$ cat config.mk
export PLATFORM = sky130hd
export DESIGN_NAME = bash_hash_host
export DESIGN_NICKNAME = d
export VERILOG_FILES = /design/src/rtl/bash_hash_params_pkg.sv /design/src/rtl/bash_hash_host.sv
export SDC_FILE = /design/constraint.sdc
export NUM_CORES = 1
export LEC_CHECK = 0
export ABC_AREA = 0
export CAP_MARGIN = 20
export CORE_ASPECT_RATIO = 2
export CORE_MARGIN = 4
export CORE_UTILIZATION = 43
export CTS_CLUSTER_SIZE = 30
export DETAILED_ROUTE_END_ITERATION = 12
export PLACE_DENSITY = 0.8
export SKIP_CTS_REPAIR_TIMING = 1
export SLEW_MARGIN = 40
export SYNTH_ARGS = -nofsm -noshare
export SYNTH_HDL_FRONTEND = slang
export SYNTH_SLANG_ARGS = --single-unit
$ cat constraint.sdc
create_clock -name clk_i -period 2.14 [get_ports clk_i]
set_clock_uncertainty 0.1 [all_clocks]
set_input_delay 0.214 -clock clk_i [delete_from_list [all_inputs] [get_ports clk_i]]
set_output_delay 0.214 -clock clk_i [all_outputs]
set_load 0.005 [all_outputs]
$ cat src/rtl/bash_hash_params_pkg.sv
// Shared constants and types for the BASH hash register map and its bus initiator.
// Addresses are byte addresses on the register bus.
package bash_hash_params_pkg;

  localparam int XLEN    = 32;
  localparam int ADDRLEN = 8;

  localparam logic [ADDRLEN-1:0] X_BASE          = 8'h00;
  localparam logic [ADDRLEN-1:0] Y_BASE          = 8'h80;
  localparam logic [ADDRLEN-1:0] L_ADDR          = 8'hC0;
  localparam logic [ADDRLEN-1:0] PREP_ADDR       = 8'hC4;
  localparam logic [ADDRLEN-1:0] START_ADDR      = 8'hC8;
  localparam logic [ADDRLEN-1:0] RDY_ACTIVE_ADDR = 8'hCC;

  localparam int X_WORDS         = 32;
  localparam int Y_WORDS         = 16;
  localparam int STAT_RDY_BIT    = 0;
  localparam int STAT_ACTIVE_BIT = XLEN / 2;

  typedef enum logic [3:0] {
    ST_IDLE,
    ST_WR_L,
    ST_PREP,
    ST_LOAD_X,
    ST_START,
    ST_GAP,
    ST_POLL,
    ST_RD_Y,
    ST_FINISH
  } state_t;

endpackage

$ cat src/rtl/bash_hash_host.sv
// Bus initiator that sequences the BASH hash core: loads L and X, starts the core,
// polls status, then streams the 16 Y words out through a one-entry holding stage.
module bash_hash_host
  import bash_hash_params_pkg::*;
#(
  parameter int POLL_TIMEOUT = 4096
) (
  input  logic               clk_i,
  input  logic               rst_ni,
  input  logic               cmd_start_i,
  input  logic [XLEN-1:0]    cmd_len_i,
  output logic               busy_o,
  output logic               done_o,
  output logic               err_o,
  input  logic               msg_valid_i,
  output logic               msg_ready_o,
  input  logic [XLEN-1:0]    msg_data_i,
  output logic               y_valid_o,
  input  logic               y_ready_i,
  output logic [XLEN-1:0]    y_data_o,
  output logic               bus_en_o,
  output logic [3:0]         bus_we_o,
  output logic [ADDRLEN-1:0] bus_addr_o,
  output logic [XLEN-1:0]    bus_wrdata_o,
  input  logic [XLEN-1:0]    bus_rddata_i,
  output state_t             state_o
);

  localparam int PW = $clog2(POLL_TIMEOUT + 1);

  // Streams: a word transfers on a cycle where valid and ready are both high;
  // a producer holds valid and data stable until that transfer happens.
  state_t          state_q, state_d;
  logic [XLEN-1:0] len_q;
  logic [4:0]      x_cnt_q;
  logic [3:0]      y_cnt_q;
  logic            y_issued_q;
  logic [PW-1:0]   poll_cnt_q;
  logic            err_q;
  logic            y_valid_q;
  logic [XLEN-1:0] y_data_q;

  logic status_ok, poll_last, x_last, y_issue;

  assign status_ok = bus_rddata_i[STAT_RDY_BIT] && !bus_rddata_i[STAT_ACTIVE_BIT];
  assign poll_last = (poll_cnt_q == PW'(POLL_TIMEOUT - 1));
  assign x_last    = (x_cnt_q == 5'(X_WORDS - 1));
  // Refill the holding stage when it is empty or being drained this cycle.
  assign y_issue   = (state_q == ST_RD_Y) && !y_issued_q && (!y_valid_q || y_ready_i);

  always_ff @(posedge clk_i or negedge rst_ni) begin
    if (!rst_ni) state_q <= ST_IDLE;
    else         state_q <= state_d;
  end

  always_comb begin
    state_d = state_q;
    case (state_q)
      ST_IDLE:   if (cmd_start_i) state_d = ST_WR_L;
      ST_WR_L:   state_d = ST_PREP;
      ST_PREP:   state_d = ST_LOAD_X;
      ST_LOAD_X: if (msg_valid_i && x_last) state_d = ST_START;
      ST_START:  state_d = ST_GAP;
      ST_GAP:    state_d = ST_POLL;
      ST_POLL: begin
        if (status_ok)      state_d = ST_RD_Y;
        else if (poll_last) state_d = ST_IDLE;
      end
      ST_RD_Y:   if (y_issued_q && y_valid_q && y_ready_i) state_d = ST_FINISH;
      ST_FINISH: state_d = ST_IDLE;
      default:   state_d = ST_IDLE;
    endcase
  end

  always_comb begin
    bus_en_o     = 1'b0;
    bus_we_o     = 4'h0;
    bus_addr_o   = '0;
    bus_wrdata_o = '0;
    case (state_q)
      ST_WR_L: begin
        bus_en_o     = 1'b1;
        bus_we_o     = 4'hF;
        bus_addr_o   = L_ADDR;
        bus_wrdata_o = len_q;
      end
      ST_PREP: begin
        bus_en_o   = 1'b1;
        bus_we_o   = 4'hF;
        bus_addr_o = PREP_ADDR;
      end
      ST_LOAD_X: if (msg_valid_i) begin
        bus_en_o     = 1'b1;
        bus_we_o     = 4'hF;
        bus_addr_o   = X_BASE + {1'b0, x_cnt_q, 2'b00};
        bus_wrdata_o = msg_data_i;
      end
      ST_START: begin
        bus_en_o   = 1'b1;
        bus_we_o   = 4'hF;
        bus_addr_o = START_ADDR;
      end
      ST_POLL: begin
        bus_en_o   = 1'b1;
        bus_addr_o = RDY_ACTIVE_ADDR;
      end
      ST_RD_Y: if (y_issue) begin
        bus_en_o   = 1'b1;
        bus_addr_o = Y_BASE + {2'b00, y_cnt_q, 2'b00};
      end
      default: ;
    endcase
  end

  always_ff @(posedge clk_i or negedge rst_ni) begin
    if (!rst_ni) begin
      len_q      <= '0;
      x_cnt_q    <= '0;
      y_cnt_q    <= '0;
      y_issued_q <= 1'b0;
      poll_cnt_q <= '0;
      err_q      <= 1'b0;
      y_valid_q  <= 1'b0;
      y_data_q   <= '0;
    end else begin
      if (state_q == ST_IDLE && cmd_start_i) begin
        len_q <= cmd_len_i;
        err_q <= 1'b0;
      end
      if (state_q == ST_PREP) x_cnt_q <= '0;
      if (state_q == ST_LOAD_X && msg_valid_i && !x_last) x_cnt_q <= x_cnt_q + 5'd1;
      if (state_q == ST_GAP) poll_cnt_q <= '0;
      if (state_q == ST_POLL) begin
        if (status_ok) begin
          y_cnt_q    <= '0;
          y_issued_q <= 1'b0;
        end else if (poll_last) begin
          err_q <= 1'b1;
        end else begin
          poll_cnt_q <= poll_cnt_q + PW'(1);
        end
      end
      if (y_issue) begin
        y_data_q  <= bus_rddata_i;
        y_valid_q <= 1'b1;
        if (y_cnt_q == 4'(Y_WORDS - 1)) y_issued_q <= 1'b1;
        else                            y_cnt_q    <= y_cnt_q + 4'd1;
      end else if (y_ready_i) begin
        y_valid_q <= 1'b0;
      end
    end
  end

  assign busy_o      = (state_q != ST_IDLE);
  assign done_o      = (state_q == ST_FINISH);
  assign msg_ready_o = (state_q == ST_LOAD_X);
  assign err_o       = err_q;
  assign y_valid_o   = y_valid_q;
  assign y_data_o    = y_data_q;
  assign state_o     = state_q;

endmodule

* Yosys cells after proc, flatten, opt, wreduce, memory -nomap -nowiden
Cells that the tools add are included.
Word-level totals: register bits 93, latch bits 0, bits in writable memories 0, bits in read-only memories 0, word-level logic and storage cells 85, memories 0
Operators by class: add/sub/neg operators 4, multiply operators 0, div/mod/pow operators 0, magnitude comparators 0, eq/ne operators 15, shifts and indexed selects 0, mux-type cells 36, bitwise logic cells 0, reduce and logical (&&, ||, !) cells 21
Operators with widths (count):
- one-hot mux 32 bit (2 select lines) | 1
- two-way mux 13 bit | 4
- one-hot mux 8 bit (6 select lines) | 1
- two-way mux 4 bit | 10
- two-way mux 32 bit | 1
- one-hot mux 4 bit (8 select lines) | 1
- equality test 4 x 3 -> 1 bit, second input constant | 4
- adder 13 x 1 -> 13 bit, second input constant | 1
- equality test 13 x 12 -> 1 bit, second input constant | 1
- two-way mux 1 bit | 12
- two-way mux 5 bit | 2
- logical AND 1 bit | 9
- adder 8 x 6 -> 8 bit, first input constant | 1
- equality test 4 x 2 -> 1 bit, second input constant | 2
- equality test 4 bit, second input constant | 2
- two-way mux 8 bit | 1
- one-hot mux 4 bit (2 select lines) | 1
- two-way mux 7 bit | 1
- adder 5 x 1 -> 5 bit, second input constant | 1
- equality test 5 bit, second input constant | 1
- adder 4 x 1 -> 4 bit, second input constant | 1
- equality test 4 x 1 -> 1 bit, second input constant | 1
- logical NOT 1 bit | 4
- logical NOT 4 bit | 1
- other kinds (10) | 12

* Logic depth before layout (Yosys ltp)
depth in word-level cells 6, mapped depth 7, gate-level depth less buffers 7

* Least setup slack after synthesis
Ideal clock, no wire load.
kind register to register, start point register x_cnt_q[0], end point register x_cnt_q[3], library setup time 0.079 ns, arrival time 1.655 ns, path slack 0.306 ns, stages on the path, launching flop included 7, buffers on the path 0, period minus slack after synthesis 1.834 ns, cells stage by stage dfrtp_1 -> ha_1 -> and3_1 -> ha_1 -> nor3_1 -> nand4_1 -> mux2i_1
On the way: cells in the longest elaborated chain, start to end 4, elaborated cells between the ends (all ways) 6, those cells by class add/sub: 1; eq/ne: 1; mux: 1; reduce/logical: 3
Ends and longest elaborated chain:
- start: declaration | RTL line bash_hash_host.sv:35 | logic [4:0] x_cnt_q;
- start signal: assignment | RTL line bash_hash_host.sv:131 | if (state_q == ST_LOAD_X && msg_valid_i && !x_last) x_cnt_q <= x_cnt_q + 5'd1;
- branches (longest 4 deep; another with adder 5 x 1 -> 5 bit)
Parallel ways; which one is timed is not known. A chain may end at the register's enable or synchronous reset.

* Final worst setup path
start point register state_q[2] (netlist: state_o[2]), end point output port bus_wrdata_o[8]
On the way: cells in the longest elaborated chain, start to end 2, elaborated cells between the ends (all ways) 3, those cells by class eq/ne: 2; mux: 1
Ends and longest elaborated chain:
- start: declaration | RTL line bash_hash_host.sv:33 | state_t state_q, state_d;
- start signal: assignment | RTL line bash_hash_host.sv:53 | else state_q <= state_d;
- equality test 4 x 2 -> 1 bit / equality test 4 x 1 -> 1 bit (equally long branches) | RTL line bash_hash_host.sv:80 | case (state_q)
- one-hot mux 32 bit (2 select lines) * | RTL line bash_hash_host.sv:80
- end: declaration | RTL line bash_hash_host.sv:24 | output logic [XLEN-1:0] bus_wrdata_o,
Every way passes the cells marked *; elsewhere a longest branch is shown, timed or not.

==> key figures <==
Status
  – Status: finished, violations left
  – Failing checks: setup timing

Setup path
  – WS Path Type: flop to output pin
  – Startpoint types: flop
  – WP data arrival: about 2000 ps
  – CP Capture Type: output pin
  – Worst EP required: between 1500 and 2000 ps
  – Maximum fanout along the worst path: 8

Min path
  – Worst Hold Class: primary input to flop

Placement
  – Routability cong.: between 0.8 and 0.9
  – Post-Place Worst Slack: -86.3 ps
  – Dpl hpwl: 10600 um
  – Placement-stage cell area: ~6700 um2
  – DP Cell Count: ~800
  – I/O Buffers: between 150 and 200

Synthesis
  – Yosys reg bits: 93
  – Mean area per synthesized cell: a little under 10 um2
  – Ys flop type: dfrtp_1
  – Asr flop ratio synth: 100%
  – Sequential area share after synthesis: 50.8%
  – Mapped Cells: 476
  – Synthesis Warnings: 0
  – Yosys cell types: 49
  – Mapped cell area: roughly 4600 um2
  – Post-synth EDFFs: 0

Finish
  – Design Area, Final: 7280 um2
  – Proportion of layout cells with a drive suffix above 1: 22.5%
  – Layout fillers: between 800 and 900
  – Most frequent cells in the layout: clkdlybuf4s50_1 (137), nand2_1 (119), dfrtp_1 (91), nor2_1 (39), mux2_2 (33)
  – Ant. Diodes: 0
  – Area grow syn2layout: 59.0%
  – Non-Filler Instances: just over 800
  – Fin nets: between 700 and 800
  – Final core utilization: 69.4%
  – Most common cell after layout, fill and taps aside: clkdlybuf4s50_1

Power
  – PD cells: 1310 nW/um2
  – Leak Pwr: 3.43 nW
  – Total Power: ~9.5 mW
  – Max IR drop VDD: ~830 uV

Global route
  – Gr ovfl total: 0
  – Number of global-route vias before repair: around 4.6k
  – Total GRT Usage: 22.8%
  – Pin count of the biggest net entering global routing: 48
  – Global-route wire length before repair: about 22000 um
  – Initial antenna violation count: 0

Timing
  – Max Clock Freq: 427 MHz
  – Setup-failing EPs final: 16
  – Worst hold slack: slightly below 300 ps
  – Part of the cycle the worst path needs: 110%
  – Final Hold Vio Count: 0
  – Crit path time final: ~2300 ps
  – Fin. max-slew vios: 0
  – Final worst slack: -204 ps
  – Worst slew pin tran: slightly above 600 ps
  – Fin Setup TNS: -1360 ps
  – Normalized max-slew margin: 59.5%
  – Unrepaired setup endpoints after global routing: yes

Clock network
  – Clock buffer depth: 2
  – Clock-pin slew on the worst setup and hold paths: about 70 ps
  – Clock Latency Late Sink: 340 ps
  – Clock Tree Root: clkbuf_16
  – H-tree depth: 3
  – Clock Sinks: 93
  – CTS Buf Count: 9
  – CTS tree: yes

Routing
  – Vias: 4547
  – DR WL/cell: roughly 18 um
  – Number of routed nets with antenna violations: 0
  – Routed wire length: around 15000 um
  – Drt drc: 0
  – DRT Pass-1 Iters: 4
  – Via density: 5.48
  – Drt first-iter violations: about 330

Run
  – Max-cap violations: 0

Die
  – Die Ht: between 150 and 200 um
  – Chip width: roughly 80 um
  – Num rows: 53
  – Core box area: roughly 10000 um2
  – IO Pins: 187
  – Initial core utilization: between 40% and 50%
  – Die footprint: ~12000 um2
==> synth_stat cells, types with 2 or more instances <==
master       n  area [um2]
a21oi_1     11        55.1
a22o_1       4        35.0
a22oi_1     33         248
a31oi_1      2        12.5
and2_1       4        25.0
and3_1       3        18.8
buf_2       17        85.1
buf_4        5        37.5
clkbuf_1     9        33.8
dfrtp_1     93        2330
ha_1         4        50.1
inv_1        7        26.3
mux2_2      33         372
mux2i_1      7        70.1
nand2_1    121         454
nand2b_1     2        12.5
nand3_1     11        55.1
nand4_1      7        43.8
nand4b_1     3        26.3
nand4bb_1    2        22.5
nor2_1      40         150
nor2b_1      4        25.0
nor3_1       2        10.0
nor3_2       2        20.0
nor4_1       2        12.5
o211ai_1     6        45.0
o21ai_0     11        55.1
o21ai_1      2        10.0
o31ai_1      5        37.5
or2_2        2        12.5
or3_1        2        12.5
or4_1        3        22.5
==> metal layers <==
layer	up-vias	share of wire, %	routed length, um	GRT usage, %
li1	2094	-	-	-
met1	2228	35	5310	24.0
met2	187	55	8400	42.3
met3	38	6.9	1060	4.34
met4	0	3.3	511	9.75
met5	-	0	0	0
==> where the power goes <==
group	internal (mW)	switching (mW)
Combinational	2.76	2.12
Clock	0.819	0.670
Sequential	2.55	0.601
Total	6.13	3.40
==> area by class of cell <==
cell class | count | area, um2 | share of cell area [%]
repair buffers | 230 | 2260 | 31.0
clock inverters | 5 | 36.3 | 0.499
well taps | 137 | 171 | 2.36
clock buffers | 11 | 243 | 3.34
flip-flops and latches | 93 | 2330 | 32.0
inverters | 7 | 30.0 | 0.413
multi-input cells | 346 | 2210 | 30.4
==> final timing paths <==
check                      slack (ps)  cells past startpoint               to             start
max in group asynchronous         920                      3       state_o[2]            rst_ni
min in group asynchronous         330                      2        len_q[14]            rst_ni
setup reg to reg                  120                      7        len_q[15]        state_o[1]
setup / recovery                 -200                     10  bus_wrdata_o[8]        state_o[2]
hold / removal                    290                      3     y_data_o[10]  bus_rddata_i[10]
hold reg to reg                   370                      2     y_data_o[22]      y_data_o[22]
==> sequential cells by signal (all words and copies together) (netlist names) <==
register,count
len_q,32
y_data_o,32
poll_cnt_q,13
x_cnt_q,5
state_o,4
y_cnt_q,4
err_o,1
y_issued_q,1
y_valid_o,1
==> kinds of logic (layout without fill, tap and decap cells) <==
family	count (synthesis)	after routing	synth area share, %
buffers and inverters	38	253	3.99
and+or+nand+nor	216	216	21.5
muxes	40	40	9.65
xor gates and xnor gates	1	1	0.191
AOI/OAI and AO/OA	83	83	12.6
other	1	2	0.0819
DFF	93	93	50.8
adders and majority gates	4	4	1.09
==> worst max-delay path: stages (launching register included) <==
cell and delay (ps):
dfrtp_2 450, nand4bb_4 270, nor2_4 140, buf_6 130
buf_12 100, buf_6 90, clkbuf_16 140, buf_4 110
a22oi_2 40, nor2_1 90, buf_2 120
No activity file was read; power rests on OpenSTA's default activity.
